[config.mk]
export PLATFORM = sky130hd
export DESIGN_NAME = otbn_insn_prefetch
export DESIGN_NICKNAME = d
export VERILOG_FILES = /design/src/rtl/otbn_insn_prefetch.sv
export SDC_FILE = /design/constraint.sdc
export NUM_CORES = 1
export LEC_CHECK = 0
export CAP_MARGIN = 0
export CORE_MARGIN = 3
export CORE_UTILIZATION = 43
export DETAILED_ROUTE_END_ITERATION = 8
export PLACE_DENSITY = 0.88
export SLEW_MARGIN = 5
export SYNTH_ARGS = -nofsm -noshare
export SYNTH_HDL_FRONTEND = slang
export SYNTH_SLANG_ARGS = --single-unit
[constraint.sdc]
create_clock -name clk_i -period 3.7 [get_ports clk_i]
set_input_delay 0.74 -clock clk_i [delete_from_list [all_inputs] [get_ports clk_i]]
set_output_delay 0.74 -clock clk_i [all_outputs]
set_load 0.05 [all_outputs]
[src/rtl/otbn_insn_prefetch.sv]
// Speculative OTBN instruction prefetch stage: predicts the next Imem address from
// sequential flow and the loop-stack preview, and checks fetched-word integrity.
`timescale 1ns/1ps
module otbn_insn_prefetch #(
  parameter int unsigned ImemAddrWidth = 12,
  parameter int unsigned ImemDataWidth = 39
) (
  input  logic                     clk_i,
  input  logic                     rst_i,

  output logic                     imem_req_o,
  output logic [ImemAddrWidth-1:0] imem_addr_o,
  input  logic [ImemDataWidth-1:0] imem_rdata_i,
  input  logic                     imem_rvalid_i,

  input  logic                     insn_fetch_req_valid_i,
  input  logic [ImemAddrWidth-1:0] insn_fetch_req_addr_i,
  output logic                     insn_fetch_resp_valid_o,
  output logic [ImemAddrWidth-1:0] insn_fetch_resp_addr_o,
  output logic [31:0]              insn_fetch_resp_data_o,
  output logic                     insn_fetch_err_o,

  input  logic                     prefetch_loop_active_i,
  input  logic [31:0]              prefetch_loop_iterations_i,
  input  logic [ImemAddrWidth:0]   prefetch_loop_end_addr_i,
  input  logic [ImemAddrWidth-1:0] prefetch_loop_jump_addr_i,

  input  logic                     stall_i,
  input  logic                     clear_i
);

  localparam int unsigned InsnWidth = 32;
  localparam int unsigned SynWidth  = 7;
  localparam logic [ImemAddrWidth-1:0] InsnBytes = ImemAddrWidth'(4);
  localparam logic [ImemDataWidth-1:0] InvMask   = ImemDataWidth'(39'h2A00000000);

  typedef enum logic {
    StIdle,
    StRun
  } state_e;

  state_e                   state_q, state_d;
  logic [ImemAddrWidth-1:0] pf_addr_q, pf_addr_d;
  logic [ImemAddrWidth-1:0] req_addr_q, req_addr_d;
  logic                     req_valid_q, req_valid_d;

  logic                     hit;
  logic                     flush;
  logic                     loop_end_hit;
  logic [ImemAddrWidth-1:0] pred_addr;
  logic [ImemDataWidth-1:0] code_word;
  logic [SynWidth-1:0]      syndrome;
  logic                     err_single;
  logic                     err_double;

  // Inverted-SECDED (39,32) syndrome check on the returned word.
  always_comb begin
    code_word   = imem_rdata_i ^ InvMask;
    syndrome[0] = ^(code_word & ImemDataWidth'(39'h012606BD25));
    syndrome[1] = ^(code_word & ImemDataWidth'(39'h02DEBA8050));
    syndrome[2] = ^(code_word & ImemDataWidth'(39'h04413D89AA));
    syndrome[3] = ^(code_word & ImemDataWidth'(39'h0831234ED1));
    syndrome[4] = ^(code_word & ImemDataWidth'(39'h10C2C1323B));
    syndrome[5] = ^(code_word & ImemDataWidth'(39'h202DCC624C));
    syndrome[6] = ^(code_word & ImemDataWidth'(39'h4098505586));
    err_single  = ^syndrome;
    err_double  = (|syndrome) & ~err_single;
  end

  // Prediction uses only registered state and loop preview, never the core's request address.
  always_comb begin
    loop_end_hit = prefetch_loop_active_i &
                   ({1'b0, pf_addr_q} == prefetch_loop_end_addr_i) &
                   (prefetch_loop_iterations_i > 32'd1);
    if (stall_i) begin
      pred_addr = pf_addr_q;
    end else if (loop_end_hit) begin
      pred_addr = prefetch_loop_jump_addr_i;
    end else begin
      pred_addr = pf_addr_q + InsnBytes;
    end
  end

  assign flush = rst_i | clear_i;
  assign hit   = (state_q == StRun) & req_valid_q & (req_addr_q == pf_addr_q) & imem_rvalid_i;

  assign insn_fetch_resp_addr_o = pf_addr_q;
  assign insn_fetch_resp_data_o = imem_rdata_i[InsnWidth-1:0];

  always_comb begin
    state_d                 = state_q;
    pf_addr_d               = pf_addr_q;
    req_addr_d              = insn_fetch_req_addr_i;
    req_valid_d             = insn_fetch_req_valid_i;
    imem_req_o              = 1'b0;
    imem_addr_o             = '0;
    insn_fetch_resp_valid_o = hit;
    insn_fetch_err_o        = hit & (err_single | err_double);

    unique case (state_q)
      StIdle: begin
        if (insn_fetch_req_valid_i) begin
          imem_req_o  = 1'b1;
          imem_addr_o = insn_fetch_req_addr_i;
          pf_addr_d   = insn_fetch_req_addr_i;
          state_d     = StRun;
        end
      end
      StRun: begin
        if (!insn_fetch_req_valid_i) begin
          state_d = StIdle;
        end else begin
          imem_req_o = 1'b1;
          if (hit) begin
            imem_addr_o = pred_addr;
          end else if (req_valid_q) begin
            // Mispredict or dropped read: refetch what the core actually asked for.
            imem_addr_o = req_addr_q;
          end else begin
            imem_addr_o = pf_addr_q;
          end
          pf_addr_d = imem_addr_o;
        end
      end
      default: state_d = StIdle;
    endcase

    if (flush) begin
      state_d                 = StIdle;
      pf_addr_d               = '0;
      req_addr_d              = '0;
      req_valid_d             = 1'b0;
      imem_req_o              = 1'b0;
      imem_addr_o             = '0;
      insn_fetch_resp_valid_o = 1'b0;
      insn_fetch_err_o        = 1'b0;
    end
  end

  always_ff @(posedge clk_i) begin
    if (rst_i) begin
      state_q     <= StIdle;
      pf_addr_q   <= '0;
      req_addr_q  <= '0;
      req_valid_q <= 1'b0;
    end else begin
      state_q     <= state_d;
      pf_addr_q   <= pf_addr_d;
      req_addr_q  <= req_addr_d;
      req_valid_q <= req_valid_d;
    end
  end

  // Instructions are word aligned; misaligned core requests are a protocol violation.
  req_addr_aligned_a : assert property (@(posedge clk_i) disable iff (rst_i)
      insn_fetch_req_valid_i |-> (insn_fetch_req_addr_i[1:0] == 2'b00));

  pf_addr_aligned_a : assert property (@(posedge clk_i) disable iff (rst_i)
      pf_addr_q[1:0] == 2'b00);

endmodule

---- After elaboration in Yosys (flattened, before gate mapping) ----
Cells that the tools add are included.
word-level totals
  bits of input ports ..................... 115
  register bits after elaboration ......... 26
operators by class
  eq/ne operators ......................... 4
  reductions and logical operators ........ 11
  bitwise gates (word level) .............. 12
  $lt $le $gt $ge ......................... 1
  multiplexer cells ....................... 15
  $add $sub $neg .......................... 1
operator list
  cell                     number
  $reduce_xor A39 Y1       7
  $mux W12                 9
  $pmux W12 S2             2
  $gt A32 B1 Y1 const B    1
  $eq A12 B13 Y1           1
  $add A12 B3 Y12 const B  1
  $eq A12 B12 Y1           1
  $and A1 B1 Y1            7
  $reduce_or A7 Y1         1
  $reduce_xor A7 Y1        1
  $mux W1                  4
  $ne A2 B2 Y1 const B     2
  $not A3 Y3               1
  $not A1 Y1               2
  $or A1 B1 Y1             2
  $reduce_and A2 Y1        1
  $reduce_or A2 Y1         1

---- Logic depth before layout (Yosys ltp) ----
Gate-level depths: netlist (run 1).
  word-level depth ........................ 9
  gate-level depth with buffers ........... 9
  gate-level depth less buffers ........... 8

---- Worst setup path after synthesis (run 1) ----
No wires, ideal clock.
  path kind ............................... register to output
  start point ............................. reg pf_addr_q[3], in the netlist insn_fetch_resp_addr_o[3]
  end point ............................... out imem_addr_o[9]
  stages on the path, launching flop included .. 9
  data required time ...................... 2.960 ns
  path buffers ............................ 2
  slack ................................... -0.557 ns
  data arrival time ....................... 3.517 ns
  path through ............................ dfxtp_1 > buf_6 > xnor2_2 > nand4_1 > or4_4 > buf_6 > o21ai_0 > a21oi_1 > nor4_1
between the ends
  cells in the longest elaborated chain, start to end .. 9
  elaborated cells between the ends (all ways) .. 13
RTL lines
  item                                                     RTL line  text
  start, declared                                          43        logic [ImemAddrWidth-1:0] pf_addr_q, pf_addr_d;
  start signal, assigned                                   148       pf_addr_q <= pf_addr_d;
  branches (longest 5 deep; another with $add A12 B3 Y12)  n/a
  $mux W12 *                                               114       if (hit) begin
  $mux W12 *                                               110       if (!insn_fetch_req_valid_i) begin
  $pmux W12 S2 *                                           100       unique case (state_q)
  $mux W12 *                                               128       if (flush) begin
  end, declared                                            12        output logic [ImemAddrWidth-1:0] imem_addr_o,
Mark *: on every way between the ends.

---- Worst setup path after layout (run 1) ----
  start point ............................. in prefetch_loop_iterations_i[30]
  end point ............................... out imem_addr_o[10]
between the ends
  cells in the longest elaborated chain, start to end .. 8
RTL lines
  item             RTL line  text
  start, declared  24        input logic [31:0] prefetch_loop_iterations_i,
  $gt A32 B1 Y1    74        (prefetch_loop_iterations_i > 32'd1);
  $and A1 B1 Y1    73        ({1'b0, pf_addr_q} == prefetch_loop_end_addr_i) &
  $mux W12         77        end else if (loop_end_hit) begin
  $mux W12         75        if (stall_i) begin
  $mux W12         114
  $mux W12         110
  $pmux W12 S2     100
  $mux W12         128
No other way between the ends.

==> flow_summary.toml, run 1 <==
[die]
io-pin-count = 174
initial_standard_cell_utilization_of_the_core_pct = 45.15
num_rows = 30
die_height_um = 91.39
die-width_um = 91.39
die_area_um2 = 8352
design.core.area_um2 = 6944

[route]
post-route-drc-count = 0
detailedRoute.firstPassIterationCount = 6
detail-route-antenna-nets = 0
drt_first_iter_violations = 474
route.detailed.wl_per_inst_um = 21.46
vias_per_cell = 5.872
wirelength_mm = 14.59
vias = 3993

[placement]
placement.io_buffers = 172
detailed_place_hpwl_mm = 10.16
placed_area_um2 = 5197
place.gp.congestion = 0.9174
placed_cells_incl_taps = 664

[clock_tree]
clock-sinks = 26
cts_buffers = 3
tritoncts = "done"
worst_skew_pair.late_latency_ns = 0.29
clock-root-buffer = "sky130_fd_sc_hd__clkbuf_8"
clkSlewWorstSetupHoldPaths_ns = 0.11
cts-htree-levels = 1
clock_path_buffers = 2

[cells_and_area]
n_antenna_cell = 0
syn_to_final_growth_pct = 82.28
stdcell_area_um2 = 5715
final_net_count = 704
fraction_of_final_layout_cells_sized_beyond_drive_strength_1_pct = 27.05
final_cells = 680

[timing]
hold_ws_ns = 0.7030
final_min_period_over_clock_period_pct = 107.3
final_setup_viols = 11
final_max_slew_viol_count = 0
worst_pin_slew_ns = 0.9857
fmax_ghz = 0.2519
report.final.hold_viol_count = 0
final.setup.worst_slack_ns = -0.2701
tns_ns = -1.358
post-route-min-period_ns = 3.970
clock-skew-final_ns = 0.01650
max-slew-margin-rel_pct = 33.43

[grt]
global_route_wire_length_before_repair_mm = 19.66
grt_antenna_before_repair = 1
groute.usage.overall_pct = 29.16
largest_net_degree_at_the_start_of_global_routing = 25
grt_pass1_vias = 3965
globalRoute.totalOverflow = 0

[synthesis]
yosys-top-cells-count = "76 x sky130_fd_sc_hd__xnor2_1, 32 x sky130_fd_sc_hd__buf_4, 26 x sky130_fd_sc_hd__dfxtp_1"
post_synth_instance_area_um2 = 3136
syn-num-nets = 510
synth_cells = 391
synth.yosys.seq_area_share_pct = 16.60
synth.top_cell.area_share_pct = 21.23
cell_types_occupying_the_most_area_after_synthesis = "sky130_fd_sc_hd__xnor2_1 21%, sky130_fd_sc_hd__dfxtp_1 17%, sky130_fd_sc_hd__buf_4 7.7%"
syn_area_per_cell_um2 = 8.019
synth_ff_type = "sky130_fd_sc_hd__dfxtp_1"
number_of_synthesized_flops_with_an_enable_pin = 0
synth-seq-cells = 26
yosys_warnings = 0
synthDominantAreaCellType = "sky130_fd_sc_hd__xnor2_1"
post-synth-top-count-cell = "sky130_fd_sc_hd__xnor2_1"
netlist-cell-type-count = 50
async_flop_share_pct = 0

[setup_path]
timing.critical_path.arrival_ns = 3.23
rr_endpoint = "insn_fetch_resp_addr_o[8]"
cp_max_fo = 7
worst-r2r-cell-count = 7
endpoint_kind = "output pin"
regToRegStartpoint = "insn_fetch_resp_addr_o[9]"
r2r_setup_slack_ns = 0.79
timing.critical_path.required_ns = 2.96
category_of_the_worst_setup_path_launch_point = "primary input"
worst-setup-path-type = "primary input to output pin"

[worst_hold_path]
hold_end = "insn_fetch_resp_addr_o[11]"
worstHoldPathType = "register to register"
hold_start = "insn_fetch_resp_addr_o[11]"
timing.hold.worst_path_depth = 3

[power_and_ir_drop]
switching_part_of_the_total_pct = 37.67
cellLeakagePower_nw = 2.362
switchingPower_mw = 0.5487
power_density_nw_per_um2 = 254.9
pwr-share-seq_pct = 20.7
worst_ir_drop_vdd_mv = 0.2914
internal-power_mw = 0.9080
clock_power_share_pct = 17.1
comb_power_share_pct = 62.2

[status]
violations = "negative setup slack"
status = "finished, violations left"

[run]
max_cap_violations = 0
==> layout make-up <==
type                    count  area (um2)
multi-input cells         305        2591
repair buffers            242        2386
fillers                   408        1229
flip-flops and latches     26       520.5
well taps                  96       120.1
clock buffers               3       41.29
clock inverters             1       30.03
inverters                   7       26.28
==> worst max-delay path, cell delays in order <==
cell and delay, ns:
sky130_fd_sc_hd__clkdlybuf4s50_1 0.40, sky130_fd_sc_hd__nor4_1 0.45, sky130_fd_sc_hd__nand4_1 0.26, sky130_fd_sc_hd__nor2_1 0.18, sky130_fd_sc_hd__buf_4 0.20, sky130_fd_sc_hd__buf_6 0.14, sky130_fd_sc_hd__or3_4 0.14, sky130_fd_sc_hd__a21oi_4 0.06
sky130_fd_sc_hd__nor4_2 0.32, sky130_fd_sc_hd__bufbuf_16 0.33
==> flip-flops by register name (all words and copies together), names as in the netlist <==
signal                  cells
req_addr_q                 12
req_valid_q                 1
insn_fetch_resp_addr_o     12
state_q                     1
==> cells by family (layout without fill, tap and decap cells) <==
| kind of cell | count (synthesis) | in the layout | synth area share, % |
|---|---|---|---|
| compound gates | 77 | 77 | 17.20 |
| buf+inv | 60 | 253 | 13.05 |
| mux | 7 | 7 | 2.314 |
| flops | 26 | 26 | 16.60 |
| simple gates | 117 | 117 | 20.35 |
| xor+xnor | 100 | 100 | 28.89 |
| fa+ha+maj | 4 | 4 | 1.596 |
==> power by group through the flow <==
stage | registers [mW] | clock network (mW) | logic [mW]
floorplan | 0.321 | 0 | 0.499
global placement | 0.306 | 0 | 0.779
detailed placement | 0.306 | 0 | 0.805
CTS | 0.300 | 0.246 | 0.863
global route | 0.302 | 0.258 | 0.968
finish | 0.302 | 0.250 | 0.905
==> worst max-delay path by stage <==
stage	startpoint	end	slack (ns)
after floorplan	insn_fetch_resp_addr_o[3]	imem_addr_o[9]	0.008
after global placement	prefetch_loop_end_addr_i[9]	imem_addr_o[9]	-0.15
after detailed placement	prefetch_loop_end_addr_i[9]	imem_addr_o[9]	-0.20
after CTS	prefetch_loop_iterations_i[29]	imem_addr_o[10]	0.01
after global routing	prefetch_loop_iterations_i[30]	imem_addr_o[10]	-0.34
final	prefetch_loop_iterations_i[30]	imem_addr_o[10]	-0.27
==> through the flow <==
stage / power (mW) / utilization (%) / worst slack, ns
2_1_floorplan: 0.8205 / - / 0.007531
3_3_place_gp: 1.084 / 74.85 / -0.1511
3_5_place_dp: 1.112 / 74.85 / -0.2005
4_1_cts: 1.409 / 78.32 / 0.01466
5_1_grt: 1.527 / 82.31 / -0.3353
6_report: 1.457 / 82.31 / -0.2701
==> layer usage <==
metal	GRT usage (%)	vias to the layer above	part of all wire, %
met5	0	-	0.089
met4	12.69	2	7.4
met3	7.954	98	12
met2	55.20	360	50
met1	29.39	1791	30
li1	-	1742	-
==> cells in the final DEF, fill, tap and decap left out, types with 14 or more instances in the layout <==
cell type                           n
sky130_fd_sc_hd__buf_4             69
sky130_fd_sc_hd__dlymetal6s2s_1    14
sky130_fd_sc_hd__xor2_1            17
sky130_fd_sc_hd__xnor2_2           29
sky130_fd_sc_hd__clkdlybuf4s50_1  100
sky130_fd_sc_hd__and2_1            15
sky130_fd_sc_hd__nor2_1            18
sky130_fd_sc_hd__xnor2_1           51
sky130_fd_sc_hd__dfxtp_1           26
sky130_fd_sc_hd__nand2_1           17
sky130_fd_sc_hd__dlygate4sd2_1     32
sky130_fd_sc_hd__o21ai_0           14
==> timing repair <==
| item | in CTS | in global routing |
|---|---|---|
| pin swaps | 43 | 41 |
| gates resized for setup | 67 | 66 |
| setup buffers | 8 | 4 |
| hold buffers | 0 | 0 |
| endpoints found under the setup margin | 8 | 13 |
No activity file was read; power rests on OpenSTA's default activity.
==> run 2: changes to the inputs <==
--- a/config.mk
+++ b/config.mk
@@ -10,7 +10,7 @@
 export CORE_UTILIZATION = 43
 export DETAILED_ROUTE_END_ITERATION = 8
 export PLACE_DENSITY = 0.88
-export SLEW_MARGIN = 5
+export SLEW_MARGIN = 20
 export SYNTH_ARGS = -nofsm -noshare
 export SYNTH_HDL_FRONTEND = slang
 export SYNTH_SLANG_ARGS = --single-unit
==> results of run 2 <==
Same layout as run 1: the final DEF is identical, and so are final timing and power.
